**src/rtl/imem_dmem_arbiter.sv**
```systemverilog
// Fixed-priority (D over IF) arbiter for the unified single-ported memory of femtoRV32.
// It serialises fetch and load/store accesses and returns read data through holding registers.
module imem_dmem_arbiter #(
  parameter int ADDR_W = 32,
  parameter int DATA_W = 32
) (
  input  logic              clk,
  input  logic              rst_n,
  input  logic              if_req,
  input  logic [ADDR_W-1:0] if_addr,
  output logic [DATA_W-1:0] if_rdata,
  output logic              if_valid,
  input  logic              d_req,
  input  logic              d_we,
  input  logic [3:0]        d_be,
  input  logic [ADDR_W-1:0] d_addr,
  input  logic [DATA_W-1:0] d_wdata,
  output logic [DATA_W-1:0] d_rdata,
  output logic              d_done,
  output logic              mem_en,
  output logic              mem_we,
  output logic [3:0]        mem_be,
  output logic [ADDR_W-1:0] mem_addr,
  output logic [DATA_W-1:0] mem_wdata,
  input  logic              mem_ready,
  input  logic [DATA_W-1:0] mem_rdata,
  output logic              busy
);

  typedef enum logic [1:0] {
    SEL_NONE = 2'd0,
    SEL_D    = 2'd1,
    SEL_IF   = 2'd2
  } sel_e;

  sel_e              sel_s;
  logic              elig_if_s;
  logic              elig_d_s;
  logic              accept_s;
  logic              p_if_r;
  logic              p_d_r;
  logic              r1_valid_r;
  logic              r1_is_d_r;
  logic              r1_we_r;
  logic              if_valid_r;
  logic              d_done_r;
  logic [DATA_W-1:0] if_rdata_r;
  logic [DATA_W-1:0] d_rdata_r;

  assign elig_if_s = if_req && !p_if_r;
  assign elig_d_s  = d_req && !p_d_r;
  assign accept_s  = (sel_s != SEL_NONE) && mem_ready;

  // Port selection; gating on rst_n keeps the memory idle while in reset
  always_comb begin
    sel_s = SEL_NONE;
    if (!rst_n) begin
      sel_s = SEL_NONE;
    end else if (elig_d_s) begin
      sel_s = SEL_D;
    end else if (elig_if_s) begin
      sel_s = SEL_IF;
    end else begin
      sel_s = SEL_NONE;
    end
  end

  // Drive the memory port from the selected requester
  always_comb begin
    mem_en    = 1'b0;
    mem_we    = 1'b0;
    mem_be    = 4'h0;
    mem_addr  = '0;
    mem_wdata = '0;
    case (sel_s)
      SEL_D: begin
        mem_en    = 1'b1;
        mem_we    = d_we;
        mem_be    = d_we ? d_be : 4'hF;
        mem_addr  = d_addr;
        mem_wdata = d_wdata;
      end
      SEL_IF: begin
        mem_en   = 1'b1;
        mem_be   = 4'hF;
        mem_addr = if_addr;
      end
      default: begin
        mem_en = 1'b0;
      end
    endcase
  end

  // Pending flags: set on acceptance, cleared at the end of the completion pulse
  always_ff @(posedge clk or negedge rst_n) begin
    if (!rst_n) begin
      p_if_r <= 1'b0;
      p_d_r  <= 1'b0;
    end else begin
      if (accept_s && (sel_s == SEL_IF)) begin
        p_if_r <= 1'b1;
      end else if (if_valid_r) begin
        p_if_r <= 1'b0;
      end else begin
        p_if_r <= p_if_r;
      end
      if (accept_s && (sel_s == SEL_D)) begin
        p_d_r <= 1'b1;
      end else if (d_done_r) begin
        p_d_r <= 1'b0;
      end else begin
        p_d_r <= p_d_r;
      end
    end
  end

  // Response pipeline: R1 tags the accepted access and captures read data, R2 pulses completion
  always_ff @(posedge clk or negedge rst_n) begin
    if (!rst_n) begin
      r1_valid_r <= 1'b0;
      r1_is_d_r  <= 1'b0;
      r1_we_r    <= 1'b0;
      if_valid_r <= 1'b0;
      d_done_r   <= 1'b0;
      if_rdata_r <= '0;
      d_rdata_r  <= '0;
    end else begin
      r1_valid_r <= accept_s;
      r1_is_d_r  <= (sel_s == SEL_D);
      r1_we_r    <= mem_we;
      if_valid_r <= r1_valid_r && !r1_is_d_r;
      d_done_r   <= r1_valid_r && r1_is_d_r;
      if (r1_valid_r && !r1_we_r && r1_is_d_r) begin
        d_rdata_r <= mem_rdata;
      end else if (r1_valid_r && !r1_we_r) begin
        if_rdata_r <= mem_rdata;
      end else begin
        d_rdata_r <= d_rdata_r;
      end
    end
  end

  assign if_rdata = if_rdata_r;
  assign d_rdata  = d_rdata_r;
  assign if_valid = if_valid_r;
  assign d_done   = d_done_r;
  assign busy     = p_if_r | p_d_r;

endmodule
```
**config.mk**
```make
export PLATFORM = sky130hd
export DESIGN_NAME = imem_dmem_arbiter
export DESIGN_NICKNAME = d
export VERILOG_FILES = /design/src/rtl/imem_dmem_arbiter.sv
export SDC_FILE = /design/constraint.sdc
export NUM_CORES = 1
export LEC_CHECK = 0
export ABC_AREA = 1
export ABC_CLOCK_PERIOD_IN_PS = 2000
export CAP_MARGIN = 10
export CORE_AREA = 2 2 108 110
export CTS_BUF_LIST = sky130_fd_sc_hd__clkbuf_8
export DETAILED_ROUTE_END_ITERATION = 8
export DIE_AREA = 0 0 110 112
export PLACE_DENSITY_LB_ADDON = 0.05
export SLEW_MARGIN = 20
export SYNTH_ARGS = -nofsm -noshare
export SYNTH_HDL_FRONTEND = slang
export SYNTH_SLANG_ARGS = --single-unit
```
**constraint.sdc**
```tcl
create_clock -name clk -period 2 [get_ports clk]
set_clock_uncertainty 0.2 [all_clocks]
set_input_delay 0.5 -clock clk [delete_from_list [all_inputs] [get_ports clk]]
set_output_delay 0.5 -clock clk [all_outputs]
set_load 0.02 [all_outputs]
```
==> reports/qor.txt <==
ANT cells: 0
Number of synthesized register bits: 71
DRC viols: 0
Synthesis-to-finish area growth: 98.8%
RSZ-0062 raised after global routing: true
Comb pwr share: 41.9%
I/O pin count: 275
CP Cell Sequence: inv_2, nand3_4, clkinv_8, buf_12, nand2_1, nand2_1, buf_6
DP HPWL: 10,200 um
Final period util: 111%
Post-DP Area: 6470 um2
Mapped Avg Cell Area: 7.93 um2
Clock-pin slew on the worst setup and hold paths: 0.07 ns
Critical path data required time: 1.30 ns
Simple-gate share of the synthesized area: 25.3%
Startpoint types: register
Cell mode on critical path: nand2_1
Syn nets: 591
Total core area: 11,200 um2
Psw: 0.00191 W
Worst skew pair latency: 0.34 ns
Cell taking the most area after synthesis: dfrtp_1
R2r setup slk: 0.45 ns
FF-to-FF Start: p_d_r
Main combinational cell family by area after synthesis: simple AND/OR/NAND/NOR gates
Internal cell power: 0.00336 W
Synthesized cell area: 3590 um2
Worst VDD drop: 0.000599 V
DIE AREA: 12,300 um2
Reg power frac: 36.8%
Number of global-route vias before repair: 3,690
Pleak: 3.64 nW
Overall routing resource usage: 21.5%
Syn. warnings: 0
Clock sink count: 71
Relative slew margins: 46.8%
Ys flop type: dfrtp_1
Ys async rst share: 100%
Post-Synth XOR/XNOR Area: 0%
Die Y: 112 um
CP max stage cell: dfrtp_1
Slew Viols, Final: 0
WS Path Type: register to primary output
Drt total wl: 14,300 um
Final setup viols: 71
Num rows: 39
Hold Path Class: primary input to async pin
DRT iter0 DRCs: 229
Fin. Hold Viols: 0
Nets@finish: 879
CTS tree: built
Max-capacitance violation count: 0
Cell count after synthesis: 453
Capturing point of the worst reg2reg path: p_d_r
Number of synthesized flops with an enable pin: 0
Actual slew at the worst max-slew pin: 0.799 ns
Register area share after synthesis: 49.5%
Initial DRT Pass Iterations: 4
Pre-CTS setup slack: -0.880 ns
Crit path time final: 2.22 ns
Final worst setup slack: -0.218 ns
CP Depth: 7
Util after Layout: 63.9%
Max Freq: 451 MHz
Initial core utilization: 32.1%
Antenna-violating nets left: 0
CP peak stage delay: 0.39 ns
Congestion Overflow GR: 0
Clk network pwr share: 21.3%
Post-synthesis mux area share: 0%
Violated checks: setup timing
First-pass GRT wire length: 20,200 um
Worst path buffer plus inverter count: 4
Worst Setup End Kind: primary output
Die width: 110 um
CP top delay family: buffers and inverters
IO buf count: 274
Commonest cells post-synth: nand2_1 (135), dfrtp_1 (71), inv_1 (70)
Arr. time, crit path: 1.52 ns
CTS root buf: clkbuf_8
GP Congestion: 0.850
CTS Buffer Depth: 2
Post-synth top area share: 49.5%
CTS Buf Count: 9
TNS Setup: -10.88 ns
Cell Pwr Density: 738 nW/um2
R2R depth: 8
Largest cells by area after synthesis: dfrtp_1 (49%), nand2_1 (14%), inv_1 (7.3%)
Initial antenna violation count: 0
Compound-Gate Fraction of Synth Area: 11.6%
Switching Fraction: 36.2%
Share of cells above drive strength 1: 29.2%
Outcome: finished with violations
Post-synthesis adder-cell area fraction: 0%
Via count: 4,025
H-tree depth: 3
Largest net degree at the start of global routing: 66
Most frequent cell after synthesis: nand2_1
Distinct cells, synth: 20
Design area: 7140 um2
Crit-path max FO: 8
Wire length per cell: 16.1 um
Via/cell ratio: 4.53
[kinds of logic after synthesis]
group,after synthesis
AOI/OAI and AO/OA,69
buffers and inverters,101
DFF,71
and+or+nand+nor,212
[through the flow]
stage / power, W / hold slack [ns] / std cells
after detailed placement: 0.00427 / 0.246 / 857
after CTS: 0.00531 / 0.216 / 884
after global placement: 0.00425 / 0.236 / 857
after floorplan: 0.00300 / 0.00441 / 453
after global routing: 0.00559 / 0.260 / 889
final: 0.00527 / 0.203 / 889
[worst reg2reg max path, stage by stage, from the launching register on]
cell and delay [ns]:
dfrtp_1 0.36, inv_2 0.07, nand3_4 0.15, clkinv_8 0.11, buf_8 0.15, buf_4 0.13, buf_4 0.13, nand2_1 0.07
o21ai_0 0.08
[area by class of cell]
class,count,area (um2)
inverter,72,283
multi-input combinational,281,1610
tap,143,179
sequential,71,1780
timing repair buffer,306,3100
clock buffer,9,124
clock inverter,7,70.1
fill,992,4040
[metal layers]
metal | GRT usage, % | share of wire, % | up-vias
li1 | - | - | 1998
met1 | 24.9 | 38 | 1845
met2 | 37.4 | 51 | 156
met3 | 6.62 | 9.2 | 26
met4 | 6.67 | 2.4 | 0
met5 | 0 | 0 | -
[registers in the layout, indices dropped and copies added, names as in the netlist]
register / count
d_rdata: 32
if_rdata: 32
d_done: 1
if_valid: 1
p_d_r: 1
p_if_r: 1
r1_is_d_r: 1
r1_valid_r: 1
r1_we_r: 1
[how the worst max path moves through the flow]
| stage | start | endpoint |
|---|---|---|
| after global routing | p_d_r | mem_addr[7] |
| after CTS | p_d_r | mem_addr[8] |
| final | p_d_r | mem_addr[1] |
| after floorplan | rst_n | mem_be[0] |
| after detailed placement | if_req | mem_be[3] |
| after global placement | if_req | mem_addr[9] |
[placed cells by master, fill, tap and decap left out, types with 6 or more instances in the layout]
master	n
o21ai_0	29
nand2_4	16
dfrtp_1	71
nand4_1	33
nand2_2	33
nor2_1	19
o21ai_1	17
dlygate4sd2_1	68
clkdlybuf4s50_1	134
clkbuf_8	9
nand2_1	88
inv_1	67
buf_6	57
buf_12	6
o21ai_2	23
nor2_2	17
buf_4	33
[power groups by stage]
stage | Combinational (W) | Sequential, W | Clock (W)
final | 0.00221 | 0.00194 | 0.00112
after global routing | 0.00237 | 0.00198 | 0.00124
after CTS | 0.00219 | 0.00194 | 0.00117
after detailed placement | 0.00230 | 0.00197 | 0
after global placement | 0.00229 | 0.00196 | 0
after floorplan | 0.000629 | 0.00237 | 0
[timing repair]
item,CTS,global route
gates cloned,3,4
hold endpoints to repair,6,0
pin swaps,4,23
buffers inserted,6,3
endpoints found under the setup margin,137,71
hold buffers,2,0
gates resized for setup,462,129
No activity file was read; power rests on OpenSTA's default activity.
